--- config.mk ---
export PLATFORM = sky130hd
export DESIGN_NAME = r200lsu
export DESIGN_NICKNAME = d
export VERILOG_FILES = /design/src/rtl/r200lsu.sv
export SDC_FILE = /design/constraint.sdc
export NUM_CORES = 1
export LEC_CHECK = 0
export ABC_AREA = 1
export CAP_MARGIN = 15
export CORE_MARGIN = 2
export CORE_UTILIZATION = 40
export CTS_CLUSTER_DIAMETER = 30
export CTS_CLUSTER_SIZE = 25
export DETAILED_ROUTE_END_ITERATION = 10
export PLACE_DENSITY = 0.71
export SETUP_SLACK_MARGIN = 0.05
export SYNTH_ARGS = -nofsm -noshare
export SYNTH_HDL_FRONTEND = slang
export SYNTH_SLANG_ARGS = --single-unit
--- constraint.sdc ---
create_clock -name clk -period 9.25 [get_ports clk]
set_input_delay 1.85 -clock clk [delete_from_list [all_inputs] [get_ports clk]]
set_output_delay 1.85 -clock clk [all_outputs]
set_load 0.005 [all_outputs]
--- src/rtl/r200lsu.sv ---
// r200 MEM-stage load/store unit: drives a req/gnt/rvalid data bus and stalls
// the pipeline while a transaction is outstanding.
module r200lsu #(
    parameter int TIMEOUT = 64
) (
    input  logic        clk,
    input  logic        rst,
    input  logic        mem_valid,
    input  logic        mem_memrd,
    input  logic        mem_memwr,
    input  logic [2:0]  mem_func3,
    input  logic [31:0] mem_alu_res,
    input  logic [31:0] mem_rs2o,
    output logic [31:0] dmem_out,
    output logic        stall,
    output logic        misalign,
    output logic        bus_err,
    output logic        bus_req,
    output logic        bus_we,
    output logic [31:0] bus_addr,
    output logic [3:0]  bus_be,
    output logic [31:0] bus_wdata,
    input  logic        bus_gnt,
    input  logic        bus_rvalid,
    input  logic [31:0] bus_rdata
);

    localparam int CNT_W = $clog2(TIMEOUT + 1);

    typedef enum logic [1:0] {IDLE, REQ, WAIT, DONE} state_t;

    state_t           state, state_nx;
    logic [2:0]       func3_q;
    logic [1:0]       off_q;
    logic [CNT_W-1:0] cnt;
    logic             start, is_st, legal, aligned;
    logic             lat_en, exc, cap, tmo;

    function automatic logic [3:0] store_be(input logic [2:0] f3, input logic [1:0] off);
        case (f3)
            3'b000:  return 4'b0001 << off;
            3'b001:  return off[1] ? 4'b1100 : 4'b0011;
            default: return 4'b1111;
        endcase
    endfunction

    function automatic logic [31:0] store_wdata(input logic [2:0] f3, input logic [31:0] rs2);
        case (f3)
            3'b000:  return {4{rs2[7:0]}};
            3'b001:  return {2{rs2[15:0]}};
            default: return rs2;
        endcase
    endfunction

    // Pick the addressed lane and sign/zero-extend it to 32 bits.
    function automatic logic [31:0] load_extend(input logic [31:0] rdata, input logic [1:0] off,
                                                input logic [2:0] f3);
        logic signed [7:0]  b;
        logic signed [15:0] h;
        b = rdata[{off, 3'b000} +: 8];
        h = off[1] ? rdata[31:16] : rdata[15:0];
        case (f3)
            3'b000:  return 32'(b);
            3'b001:  return 32'(h);
            3'b100:  return {24'd0, b};
            3'b101:  return {16'd0, h};
            default: return rdata;
        endcase
    endfunction

    assign start = mem_valid & (mem_memrd | mem_memwr);
    assign is_st = mem_memwr;
    assign legal = is_st ? (mem_func3 inside {3'b000, 3'b001, 3'b010})
                         : (mem_func3 inside {3'b000, 3'b001, 3'b010, 3'b100, 3'b101});

    always_comb begin
        aligned = 1'b1;
        case (mem_func3[1:0])
            2'b01:   aligned = ~mem_alu_res[0];
            2'b10:   aligned = (mem_alu_res[1:0] == 2'b00);
            default: aligned = 1'b1;
        endcase
    end

    always_ff @(posedge clk or posedge rst) begin
        if (rst) state <= IDLE;
        else     state <= state_nx;
    end

    always_comb begin
        state_nx = state;
        stall    = 1'b0;
        bus_req  = 1'b0;
        lat_en   = 1'b0;
        exc      = 1'b0;
        cap      = 1'b0;
        tmo      = 1'b0;
        case (state)
            IDLE: begin
                stall = start;
                if (start) begin
                    if (legal && aligned) begin
                        lat_en   = 1'b1;
                        state_nx = REQ;
                    end else begin
                        exc      = 1'b1;
                        state_nx = DONE;
                    end
                end
            end
            REQ: begin
                stall   = 1'b1;
                bus_req = 1'b1;
                if (bus_gnt) begin
                    if (bus_we) begin
                        state_nx = DONE;
                    end else if (bus_rvalid) begin
                        cap      = 1'b1;
                        state_nx = DONE;
                    end else begin
                        state_nx = WAIT;
                    end
                end
            end
            WAIT: begin
                stall = 1'b1;
                if (bus_rvalid) begin
                    cap      = 1'b1;
                    state_nx = DONE;
                end else if (cnt == CNT_W'(TIMEOUT - 1)) begin
                    tmo      = 1'b1;
                    state_nx = DONE;
                end
            end
            // DONE never launches a new op: the frozen op is still visible on the inputs.
            DONE: state_nx = IDLE;
            default: state_nx = IDLE;
        endcase
    end

    always_ff @(posedge clk or posedge rst) begin
        if (rst) begin
            bus_we    <= 1'b0;
            bus_addr  <= '0;
            bus_be    <= '0;
            bus_wdata <= '0;
            func3_q   <= '0;
            off_q     <= '0;
            cnt       <= '0;
            dmem_out  <= '0;
            misalign  <= 1'b0;
            bus_err   <= 1'b0;
        end else begin
            if (lat_en) begin
                bus_we    <= is_st;
                bus_addr  <= {mem_alu_res[31:2], 2'b00};
                bus_be    <= is_st ? store_be(mem_func3, mem_alu_res[1:0]) : 4'b1111;
                bus_wdata <= store_wdata(mem_func3, mem_rs2o);
                func3_q   <= mem_func3;
                off_q     <= mem_alu_res[1:0];
            end
            if (state == REQ)       cnt <= '0;
            else if (state == WAIT) cnt <= cnt + 1'b1;
            if (cap)              dmem_out <= load_extend(bus_rdata, off_q, func3_q);
            else if (exc || tmo)  dmem_out <= '0;
            misalign <= exc;
            bus_err  <= bus_err | tmo;
        end
    end

endmodule
==> results of run 1 <==
flip-flops by register name, summed over array words and instances (netlist names):
register   flops
func3_q        3
bus_wdata     32
bus_we         1
off_q          2
dmem_out      32
bus_addr      30
misalign       1
bus_be         4
cnt            7
bus_err        1
state          2
tightest hold or removal path: stages (launching register included):
cell and delay [ps]:
dfrtp_1 350, inv_1 40, nand2_1 50
routing by layer:
metal	global-route usage, %	vias to the layer above
met5	0	-
met4	6.667	0
met3	9.542	18
met2	34.30	204
met1	28.28	2556
li1	-	2805
power groups by stage:
stage	combinational, mW	clock, mW	sequential [mW]
2_1_floorplan	0.539	0	0.844
3_3_place_gp	1.04	0	0.866
3_5_place_dp	1.06	0	0.864
4_1_cts	1.06	0.763	0.866
5_1_grt	1.18	0.788	0.896
6_report	1.05	0.750	0.867
cell families after synthesis:
| family | Yosys count |
|---|---|
| and+or+nand+nor | 474 |
| DFF | 115 |
| AOI/OAI and AO/OA | 89 |
| buffers and inverters | 86 |
| adders and majority gates | 8 |
| other | 1 |
layout by cell type, fill, tap and decap left out, types with 10 or more instances in the layout:
cell	netlist	layout
a21oi_1	44	44
clkbuf_16	0	17
clkdlybuf4s50_1	0	208
dfrtp_1	115	115
inv_1	41	40
nand2_1	365	365
nand3_1	45	45
nand4_1	10	10
nor2_1	34	34
o21ai_0	33	33
layout make-up:
class	count	share of cell area, %
well taps	184	2.668
flip-flops and latches	115	33.35
multi-input cells	573	29.49
clock buffers	24	5.930
clock inverters	8	1.957
inverters	49	2.160
repair buffers	210	24.45
path summary, 6_finish.rpt:
path / slack, ps / from / cells past startpoint / endpoint
max reg2reg: 6510 / state[0] / 9 / dmem_out[26]
min: 470 / bus_err / 2 / bus_err
min in group asynchronous: 1810 / rst / 2 / bus_addr[21]
max: 3920 / mem_memwr / 6 / stall
min reg2reg: 470 / bus_err / 2 / bus_err
max in group asynchronous: 6020 / rst / 3 / bus_wdata[18]
==> results.json, run 1 <==
{
  "ys.flop_type": "dfrtp_1",
  "grt_pass1_wl_microns": 27760,
  "fp.dieH_microns": 125.0,
  "slew_headroom_pct": 30.98,
  "dr.max_layer_used": "met4",
  "grt_start_max_net_pins": 95,
  "ant_nets": 0,
  "clock_sinks": 115,
  "grt_remaining_overflow": 0,
  "p_comb_share_pct": 39.4,
  "start_util_pct": 40.57,
  "postSynthAreaPerCell_sq_um": 7.570,
  "synth_top_family_by_area": "simple AND/OR/NAND/NOR gates",
  "yosysTopAreaCell": "dfrtp_1",
  "cts_resized": 0,
  "p_clk_share_pct": 28.1,
  "crit_path_max_fanout": 6,
  "dp_worst_setup_slack_ps": 3971,
  "synth_top_area_share_pct": 49.18,
  "synth.distinct_cells": 29,
  "critPathTopFamily": "buffers and inverters",
  "final_cells": 1163,
  "crit_slowest_cell": "clkdlybuf4s50_1",
  "yosysWarnings": 0,
  "dr.first_iter.drc_count": 423,
  "internal_power_mw": 1.777,
  "dieArea_sq_um": 15610,
  "setup_viol": 0,
  "area_delta_synth_final_pct": 47.47,
  "cpPeakStageDelay_ps": 610,
  "cp.arrival_ps": 3480,
  "row_count": 44,
  "hold-worst-slack_ps": 474.9,
  "cts_buffer_depth": 2,
  "port_buffers": 208,
  "synthXorXnorAreaFrac_pct": 0,
  "ir_worst_vdd_uv": 138.9,
  "antenna_found_initial": 0,
  "wl_met3_microns": 1612,
  "hold_buffers": 0,
  "clk_pin_slew_worst_paths_ps": 50,
  "synth_simple_gate_area_share_pct": 33.46,
  "insertion_delay_ps": 410,
  "drc": 0,
  "post-route-period-util_pct": 57.58,
  "synth_area_leaders": "dfrtp_1 (49%), nand2_1 (23%), nand3_1 (3.8%)",
  "drv_slew": 0,
  "die-width_microns": 125.0,
  "status": "complete, no violations",
  "power.density_nw_per_um2": 309.3,
  "root_buffer": "clkbuf_16",
  "routedWlPerCell_microns": 14.61,
  "h-tree-depth": 4,
  "async_flop_share_pct": 100.0,
  "post_cts_buffers": 0,
  "final_nets": 1080,
  "setup.worst_path.start_class": "primary input",
  "yosysSeqAreaShare_pct": 49.18,
  "p_sw_mw": 0.8916,
  "ys_ff_latch": 115,
  "crit_top_cell": "clkdlybuf4s50_1",
  "layout_setup_ws_ps": 3924,
  "hold_viol": 0,
  "via_per_inst": 4.801,
  "placed_area_sq_um": 7929,
  "p_sw_share_pct": 33.41,
  "grt_pass1_vias": 5566,
  "netlist_instances": 773,
  "grt_usage_pct": 22.11,
  "cts-buffers-inserted": 17,
  "worstSetupPathType": "in2out",
  "wl_met2_microns": 7861,
  "place_congestion": 0.8373,
  "drv_cap": 0,
  "synth_area_sq_um": 5852,
  "pwr-share-seq_pct": 32.5,
  "fin_area_sq_um": 8630,
  "power_mw": 2.669,
  "num_vias": 5583,
  "fmax_mhz": 187.8,
  "crit_chain": "clkdlybuf4s50_1 -> o21ai_2 -> nor2_4 -> inv_2 -> a21oi_1 -> clkdlybuf4s50_1",
  "muxShareOfSynthArea_pct": 0,
  "drtPass1Iterations": 5,
  "hpwl_microns": 11700,
  "synth.top_cells.by_count": "nand2_1 (365), dfrtp_1 (115), nand3_1 (45), a21oi_1 (44), inv_1 (41)",
  "multi_input_area_sq_um": 2545,
  "fillCellCount": 1293,
  "ioPinCount": 211,
  "met1Wirelength_microns": 7258,
  "cts_tree": "done",
  "dpl.cell_count": 1130,
  "drive_gt1_share_pct": 6.844,
  "final.setup.tns_ps": 0,
  "worstMarginPinSlew_ps": 1034,
  "fin_util_pct": 59.83,
  "routed_wl_microns": 16990,
  "synth_compound_area_share_pct": 8.061,
  "antenna_cells": 0,
  "cp_data_required_time_ps": 7400,
  "rsz0062_at_grt": "false",
  "p_leak_nw": 4.290,
  "seq_area_sq_um": 2878,
  "skew_ps": 6.230,
  "core_sq_um": 14420,
  "synth_most_common_cell": "nand2_1",
  "synth_edf_count": 0,
  "hold_path_class": "reg2reg",
  "end_kind": "output pin",
  "crit_buf_inv": 3,
  "min_period_ps": 5326,
  "synth_fa_ha_area_share_pct": 1.710
}
(Power assumes the default switching activity.)
==> inputs of run 2 (changes only) <==
--- a/config.mk
+++ b/config.mk
@@ -12,7 +12,7 @@
 export CTS_CLUSTER_DIAMETER = 30
 export CTS_CLUSTER_SIZE = 25
 export DETAILED_ROUTE_END_ITERATION = 10
-export PLACE_DENSITY = 0.71
+export PLACE_DENSITY = 0.74
 export SETUP_SLACK_MARGIN = 0.05
 export SYNTH_ARGS = -nofsm -noshare
 export SYNTH_HDL_FRONTEND = slang
==> constraint.sdc (replaced) <==
create_clock -name clk -period 4.9 [get_ports clk]
set_input_delay 0.98 -clock clk [delete_from_list [all_inputs] [get_ports clk]]
set_output_delay 0.98 -clock clk [all_outputs]
set_load 0.005 [all_outputs]
==> results.json, run 2 (same netlist as run 1, synthesis figures left out) <==
{
  "insertion_delay_ps": 420,
  "final_nets": 1083,
  "fp.dieH_microns": 125.0,
  "port_buffers": 208,
  "fmax_mhz": 284.0,
  "hold_path_class": "reg2reg",
  "ir_worst_vdd_uv": 281.8,
  "h-tree-depth": 4,
  "min_period_ps": 3521,
  "layout_common_cells": "nand2_1 (365), clkdlybuf4s50_1 (208), dfrtp_1 (115), nand3_1 (45), a21oi_1 (44)",
  "ant_nets": 0,
  "hold_path_depth": 2,
  "via_per_inst": 4.870,
  "layout.cells.most_common": "nand2_1",
  "grt_pass1_wl_microns": 27950,
  "routed_wl_microns": 17390,
  "final.setup.tns_ps": 0,
  "status": "complete, no violations",
  "dieArea_sq_um": 15610,
  "rsz0062_at_grt": "false",
  "drc": 0,
  "clock_sinks": 115,
  "root_buffer": "clkbuf_16",
  "die-width_microns": 125.0,
  "cts_buffer_depth": 2,
  "cp_data_required_time_ps": 3920,
  "grt_usage_pct": 22.31,
  "post_cts_buffers": 0,
  "skew_ps": 6.035,
  "cts_resized": 0,
  "worstMarginPinSlew_ps": 1122,
  "cp.arrival_ps": 2540,
  "drtPass1Iterations": 6,
  "dr.first_iter.drc_count": 386,
  "post-route-period-util_pct": 71.86,
  "dpl.cell_count": 1134,
  "grt_pass1_vias": 5544,
  "setup_viol": 0,
  "drive_gt1_share_pct": 7.230,
  "power.density_nw_per_um2": 573.9,
  "num_vias": 5679,
  "hold_buffers": 0,
  "antenna_cells": 0,
  "final_cells": 1166,
  "cts-buffers-inserted": 17,
  "drv_cap": 0,
  "crit_path_max_fanout": 6,
  "clk_pin_slew_worst_paths_ps": 60,
  "ioPinCount": 211,
  "hold_viol": 0,
  "reg.largest.list": "bus_wdata (32), dmem_out (32), bus_addr (30)",
  "drv_slew": 0,
  "grt_remaining_overflow": 0,
  "worstSetupPathType": "in2out",
  "core_sq_um": 14420,
  "hold-worst-slack_ps": 471.9,
  "area_delta_synth_final_pct": 46.42,
  "routedWlPerCell_microns": 14.91,
  "cts_tree": "done",
  "antenna_found_initial": 0,
  "slew_headroom_pct": 25.05,
  "place_congestion": 0.7983,
  "p_leak_nw": 4.243,
  "hpwl_microns": 11990,
  "grt_start_max_net_pins": 95,
  "rr_worst_depth": 9,
  "row_count": 44,
  "start_util_pct": 40.57,
  "end_kind": "output pin",
  "setup.worst_path.start_class": "primary input"
}
run 2: changes by cell type in the layout (fill, tap and decap cells not counted), moves of 2 or more:
| cell | change |
|---|---|
| buf_4 | +4 |
| bufinv_16 | -2 |
| clkbuf_8 | -6 |
| clkinv_4 | +3 |
| clkinvlp_4 | +6 |
run 2: area by class of cell:
type                            instances  area [sq um]
Clock buffer                           17         425.4
Fill cell                            1338          5856
Sequential cell                       115          2878
Multi-Input combinational cell        573          2545
Inverter                               49         186.4
Clock inverter                         15         183.9
Timing Repair Buffer                  213          2120
Tap cell                              184         230.2
run 2: per-stage QoR:
step	instance area [sq um]	total power, mW	util, %	setup slack [ps]
final	8568	4.917	59.40	1379
after detailed placement	7959	3.645	55.18	1361
after global placement	7959	3.607	55.18	1379
after global routing	8568	5.270	59.40	1293
after floorplan	5856	2.609	-	875.9
after CTS	8568	4.949	59.40	1354
run 2: path summary, 6_finish.rpt:
kind / start / end / slack [ps]
min in group asynchronous: rst / bus_addr[14] / 1060
worst min register to register: bus_err / bus_err / 470
worst max-delay path: mem_memwr / stall / 1380
worst max register to register: state[0] / dmem_out[9] / 2120
max in group asynchronous: rst / bus_wdata[9] / 2920
worst min-delay path: bus_err / bus_err / 470
run 2: where the power goes:
| part | internal (mW) | switching (mW) | leakage [nW] |
|---|---|---|---|
| sequential | 1.34 | 0.277 | 1.48 |
| combinational | 1.04 | 0.991 | 2.49 |
| clock | 0.801 | 0.471 | 0.278 |
| total | 3.18 | 1.74 | 4.24 |
run 2: metal layers:
metal	global-route usage, %	share of wire (%)	vias up
met5	0	0	-
met4	8.301	2.2	0
met3	9.799	10	32
met2	34.78	45	226
met1	27.60	43	2607
li1	-	-	2814
run 2: worst max-delay path, cell delays in order:
cell	delay (ps)
clkdlybuf4s50_1	580
o21ai_2	110
nor2_4	150
inv_2	70
a21oi_1	130
clkdlybuf4s50_1	520
